**src/rtl/ad7276_spi_capture.sv**
```systemverilog
// Dual AD7276 serial capture: shared cs/sclk framing, 16-clock frames on a fixed sample period,
// followed by a two-stage offset/gain pipeline producing signed Q16.16-scaled results.
module ad7276_spi_capture #(
  parameter int ADC_LENGTH    = 12,
  parameter int CLK_DIV       = 4,
  parameter int SAMPLE_PERIOD = 200
) (
  input  logic                    CLK100MHz,
  input  logic                    ARESETN,
  input  logic                    start_en,
  input  logic                    in_adc1,
  input  logic                    in_adc2,
  input  logic [ADC_LENGTH-1:0]   offset,
  input  logic [31:0]             gain,
  output logic                    cs,
  output logic                    sclk,
  output logic signed [31:0]      adc1,
  output logic signed [31:0]      adc2,
  output logic [ADC_LENGTH-1:0]   raw1,
  output logic [ADC_LENGTH-1:0]   raw2,
  output logic                    eoc_adc
);

  localparam int DIV_W  = (CLK_DIV > 1) ? $clog2(CLK_DIV) : 1;
  localparam int PER_W  = $clog2(SAMPLE_PERIOD);
  localparam int DIFF_W = ADC_LENGTH + 1;
  localparam int PROD_W = DIFF_W + 32;

  if (CLK_DIV < 1) begin : g_bad_div
    $error("CLK_DIV must be at least 1");
  end
  if (SAMPLE_PERIOD < 32*CLK_DIV + 4) begin : g_bad_period
    $error("SAMPLE_PERIOD must be at least 32*CLK_DIV+4");
  end

  typedef enum logic [2:0] {IDLE, SETUP, SHIFT, CALC, WAIT} state_t;

  state_t                       state_q, state_d;
  logic [DIV_W-1:0]             div_q, div_d;
  logic [4:0]                   half_q, half_d;
  logic [PER_W-1:0]             per_q, per_d;
  logic                         cs_q, cs_d, sclk_q, sclk_d;
  logic                         sample_en;
  logic [ADC_LENGTH-1:0]        sr1_q, sr2_q;
  logic                         vld_p1, eoc_q;
  logic signed [DIFF_W-1:0]     diff1_p1, diff2_p1;
  logic [31:0]                  gain_p1;
  logic [ADC_LENGTH-1:0]        raw1_q, raw2_q;
  logic signed [31:0]           adc1_q, adc2_q;

  function automatic logic signed [DIFF_W-1:0] offset_diff(input logic [ADC_LENGTH-1:0] code,
                                                           input logic [ADC_LENGTH-1:0] zero);
    return $signed({1'b0, code}) - $signed({1'b0, zero});
  endfunction

  // Truncating (floor) scale; the product cannot exceed 32 bits after the shift, so no clamp.
  function automatic logic signed [31:0] scale_q16(input logic signed [DIFF_W-1:0] d,
                                                   input logic [31:0] g);
    logic signed [PROD_W-1:0] prod;
    prod = PROD_W'(d) * $signed({{DIFF_W{1'b0}}, g});
    return 32'(prod >>> 16);
  endfunction

  // Sample on the cycle sclk rises; only bit indices carrying D11..D0 enter the shift register.
  assign sample_en = (state_q == SHIFT) && (div_q == DIV_W'(CLK_DIV-1)) && !half_q[0] &&
                     (half_q[4:1] >= 4'd2) && (half_q[4:1] <= 4'(ADC_LENGTH+1));

  always_comb begin
    state_d = state_q;
    div_d   = div_q;
    half_d  = half_q;
    per_d   = per_q + 1'b1;
    case (state_q)
      IDLE: begin
        per_d = '0;
        if (start_en) state_d = SETUP;
      end
      SETUP: begin
        state_d = SHIFT;
        div_d   = '0;
        half_d  = '0;
      end
      SHIFT: begin
        if (div_q == DIV_W'(CLK_DIV-1)) begin
          div_d  = '0;
          half_d = half_q + 5'd1;
          if (half_q == 5'd31) state_d = CALC;
        end else begin
          div_d = div_q + 1'b1;
        end
      end
      CALC: state_d = WAIT;
      WAIT: begin
        if (per_q == PER_W'(SAMPLE_PERIOD-1)) state_d = start_en ? SETUP : IDLE;
      end
      default: state_d = IDLE;
    endcase
    if (state_d == SETUP) per_d = '0;
    cs_d   = !((state_d == SETUP) || (state_d == SHIFT));
    sclk_d = (state_d == SHIFT) ? half_d[0] : 1'b1;
  end

  always_ff @(posedge CLK100MHz or negedge ARESETN) begin
    if (!ARESETN) begin
      state_q <= IDLE;
      div_q   <= '0;
      half_q  <= '0;
      per_q   <= '0;
      cs_q    <= 1'b1;
      sclk_q  <= 1'b1;
      vld_p1  <= 1'b0;
      eoc_q   <= 1'b0;
      raw1_q  <= '0;
      raw2_q  <= '0;
      adc1_q  <= '0;
      adc2_q  <= '0;
    end else begin
      state_q <= state_d;
      div_q   <= div_d;
      half_q  <= half_d;
      per_q   <= per_d;
      cs_q    <= cs_d;
      sclk_q  <= sclk_d;
      // Stage 1: latch codes, remove offset, snapshot gain
      vld_p1  <= (state_q == CALC);
      if (state_q == CALC) begin
        raw1_q <= sr1_q;
        raw2_q <= sr2_q;
      end
      // Stage 2: apply gain
      eoc_q <= vld_p1;
      if (vld_p1) begin
        adc1_q <= scale_q16(diff1_p1, gain_p1);
        adc2_q <= scale_q16(diff2_p1, gain_p1);
      end
    end
  end

  always_ff @(posedge CLK100MHz) begin
    if (sample_en) begin
      sr1_q <= {sr1_q[ADC_LENGTH-2:0], in_adc1};
      sr2_q <= {sr2_q[ADC_LENGTH-2:0], in_adc2};
    end
    if (state_q == CALC) begin
      diff1_p1 <= offset_diff(sr1_q, offset);
      diff2_p1 <= offset_diff(sr2_q, offset);
      gain_p1  <= gain;
    end
  end

  assign cs      = cs_q;
  assign sclk    = sclk_q;
  assign adc1    = adc1_q;
  assign adc2    = adc2_q;
  assign raw1    = raw1_q;
  assign raw2    = raw2_q;
  assign eoc_adc = eoc_q;

endmodule

```
**config.mk**
```make
export PLATFORM = sky130hd
export DESIGN_NAME = ad7276_spi_capture
export DESIGN_NICKNAME = d
export VERILOG_FILES = /design/src/rtl/ad7276_spi_capture.sv
export SDC_FILE = /design/constraint.sdc
export NUM_CORES = 2
export LEC_CHECK = 0
export ABC_AREA = 1
export BUFFER_PORTS_ARGS = -buffer_cell sky130_fd_sc_hd__clkbuf_2
export CORE_MARGIN = 2
export CORE_UTILIZATION = 65
export DETAILED_ROUTE_END_ITERATION = 10
export GPL_TIMING_DRIVEN = 1
export PLACE_DENSITY = 0.83
export SYNTH_ARGS = -nofsm -noshare
export SYNTH_HDL_FRONTEND = slang
export SYNTH_SLANG_ARGS = --single-unit
```
**constraint.sdc**
```tcl
create_clock -name CLK100MHz -period 6.27 [get_ports CLK100MHz]
set_input_delay 0.627 -clock CLK100MHz [delete_from_list [all_inputs] [get_ports CLK100MHz]]
set_output_delay 0.627 -clock CLK100MHz [all_outputs]
set_load 0.05 [all_outputs]
```
==> metrics.yaml <==
status:
  outcome: "finished, final reports clean"
power_and_ir_drop:
  power.leakage_nw: 21.2
  irDropWorstVdd_v: 0.000231
  power.total_mw: 2.52
  pwr_density_cell_nw_per_um2: 67.5
logic_synthesis:
  yosys_warnings: 0
  yosysTopAreaCellShare: 0.379
  synth-seq-cells: 186
  synth_nets: 5302
  synthTopCellsByArea: "fa_1 38%, nand2_1 14%, inv_1 11%, ha_1 10%, dfrtp_1 7.3%"
  synth_most_common_cell: "nand2_1"
  synth_common_cells: "1,267 x nand2_1, 986 x inv_1, 660 x fa_1"
  syn_inst: 4315
  synth_flop_cell: "dfrtp_1"
  ys_types: 45
  async_reset_ff_frac: 0.559
  synth_edf_count: 82
  mappedNetlistArea_sq_um: 34800
  avgSynthCellArea_sq_um: 8.07
  yosysSeqAreaShare: 0.145
  synth_area_leader_cell: "fa_1"
route:
  vias: 28800
  wire_per_inst_microns: 19.1
  ant_nets: 0
  avgViaCountPerCell: 5.66
  routed_wl_mm: 97.4
  route.detailed.drc: 0
  drt-initial-drc-count: 2405
  dr.pass1.iters: 9
setup_path:
  r2r_end: "adc2[22]"
  cp.required_ns: 6.67
  crit_chain: "buf_4 -> nand2_1 -> inv_1 -> fa_1 -> fa_1 -> inv_1 -> fa_1 -> inv_1 -> fa_1 -> fa_1 -> ha_1 -> ha_1 -> nand2_1 -> nor2_1 -> nand2_1 -> nor4_1 -> nand3_1 -> nand3_1 -> nand2_1 -> nand3_1 -> nand2_1"
  critPathLaunchType: "register"
  r2r_start: "gain_p1[27]"
  crit_family: "adder cells"
  path_buf_inv: 4
  slowest_stage: "edfxtp_1"
  cp_slowest_stage_delay_ns: 0.92
  criticalPathCategory: "reg -> reg"
  path_max_fanout: 14
  cp.arrival_ns: 6.43
  crit_path_end_kind: "register"
  rr_worst_depth: 21
  ff2ff_setup_slack_ns: 0.24
timing:
  hold_ws_ns: 0.0861
  setup_viol: 0
  fmaxAchievable_ghz: 0.166
  slew_violations: 0
  finalSetupTns_ns: 0
  fin_crit_ns: 6.03
  rsz0062_at_grt: "no"
  relSlewSlack: 0.249
  hold_viol: 0
  layout_setup_ws_ns: 0.238
  worstMarginPinSlew_ns: 1.13
  fin_crit_sh: 0.962
  finClkSkew_ns: 0.0173
cells_and_area:
  num-fill-cells: 4025
  diodes: 0
  utilization: 0.706
  layout.nets: 5376
  syn2layout_area_growth_pct: 6.94
  drive_above_1_share: 0.0682
floorplan:
  start_util: 0.660
  die-area_sq_um: 55500
  core_sq_um: 52800
  die_x_microns: 236
  num_io_pins: 140
  die_height_microns: 236
  rows: 84
clock_network:
  ctsResizeCount: 0
  cts.reportedPaths.clkPinSlew_ns: 0.08
  htreeDepth: 4
  cts_root_buf: "clkbuf_16"
  numCtsBuffers: 17
  cts.sinks: 186
  cts_tree: "done"
  cts_buffer_depth: 2
  insertion_delay_ns: 0.51
  postCtsHoldBufs: 0
placed_design:
  dp_hpwl_mm: 78.2
  io_buffers: 139
  post-place-ws_ns: 0.356
  gp_congestion: 1.03
run:
  drv_cap: 0
global_routing:
  grt_pass1_vias: 30700
  grt_overflow_total: 0
  antenna_found_initial: 3
  grt_pass1_wl_mm: 155
  grt_usage: 0.363
  grt_max_degree: 69
hold_path:
  hold_path_class: "in -> async"
==> registers in the layout, summed over array words and instances, names as in the netlist <==
name and flops:
adc1 29, adc2 29, cs 1, diff1_p1 13, diff2_p1 13, div_q 2
eoc_adc 1, gain_p1 32, half_q 5, per_q 8, raw1 12, raw2 12
sclk 1, sr1_q 12, sr2_q 12, state_q 3, vld_p1 1
==> through the flow <==
step	instance area, sq um	std cells
6_report	37300	5090
3_5_place_dp	36700	5056
5_1_grt	37300	5090
2_1_floorplan	34800	4315
4_1_cts	37200	5088
3_3_place_gp	36700	5056
==> per-layer routing <==
layer	part of all wire	vias to the layer above	global-route usage
li1	-	12900	-
met1	0.34	13900	0.415
met2	0.49	1564	0.614
met3	0.093	444	0.0841
met4	0.075	4	0.236
met5	0.00024	-	0
==> timing repair <==
action | in CTS | in global routing
endpoints found under the setup margin | 0 | 5
endpoints found under the hold margin | 0 | 0
setup buffers | 0 | 2
==> placed cells by master, fill, tap and decap left out, types with 4 or more instances in the layout <==
cell / count
a21o_1: 10
a21oi_1: 124
a31oi_1: 10
buf_12: 15
buf_4: 94
clkbuf_16: 17
clkbuf_2: 138
dfrtp_1: 102
edfxtp_1: 82
fa_1: 660
ha_1: 278
inv_1: 985
inv_6: 5
nand2_1: 1267
nand3_1: 91
nand3b_1: 18
nand4_1: 25
nor2_1: 224
nor3_1: 27
nor4_1: 4
o21a_1: 14
o21ai_0: 82
o21ai_1: 17
or2_2: 9
xnor2_1: 33
xor2_1: 19
==> layout make-up <==
type / count / area (sq um) / area share
tap: 688 / 861 / 0.0231
multi-input combinational: 2946 / 25300 / 0.680
timing repair buffer: 249 / 1720 / 0.0461
inverter: 989 / 3710 / 0.0996
sequential: 186 / 5070 / 0.136
clock inverter: 14 / 151 / 0.00406
clock buffer: 18 / 429 / 0.0115
==> where the power goes <==
group | switching [mW] | leakage, nW | total (mW) | internal (mW)
Combinational | 0.0667 | 18.8 | 0.0993 | 0.0326
Clock | 0.612 | 0.286 | 1.15 | 0.533
Sequential | 0 | 2.15 | 1.27 | 1.27
Total | 0.679 | 21.2 | 2.52 | 1.84
==> logic make-up (layout without fill, tap and decap cells) <==
group	count (synthesis)	count (layout)	synth area share
adder cells (fa/ha/maj)	938	938	0.479
buffers and inverters	1183	1270	0.128
flip-flops	186	186	0.145
AO/OA/AOI/OAI	275	275	0.0431
AND/OR/NAND/NOR	1681	1681	0.191
XOR/XNOR	52	52	0.0131
==> worst max-delay path by stage <==
| stage | start | endpoint | slack [ns] | cells past startpoint |
|---|---|---|---|---|
| floorplan | gain_p1[8] | adc1[17] | 0.97 | 22 |
| global placement | diff2_p1[5] | adc2[22] | 0.42 | 19 |
| detailed placement | gain_p1[25] | adc1[28] | 0.36 | 21 |
| CTS | diff2_p1[5] | adc2[9] | 0.34 | 19 |
| global route | gain_p1[6] | adc2[14] | 0.02 | 21 |
| finish | gain_p1[27] | adc2[22] | 0.24 | 21 |
Power figures use the tool's default switching activity.
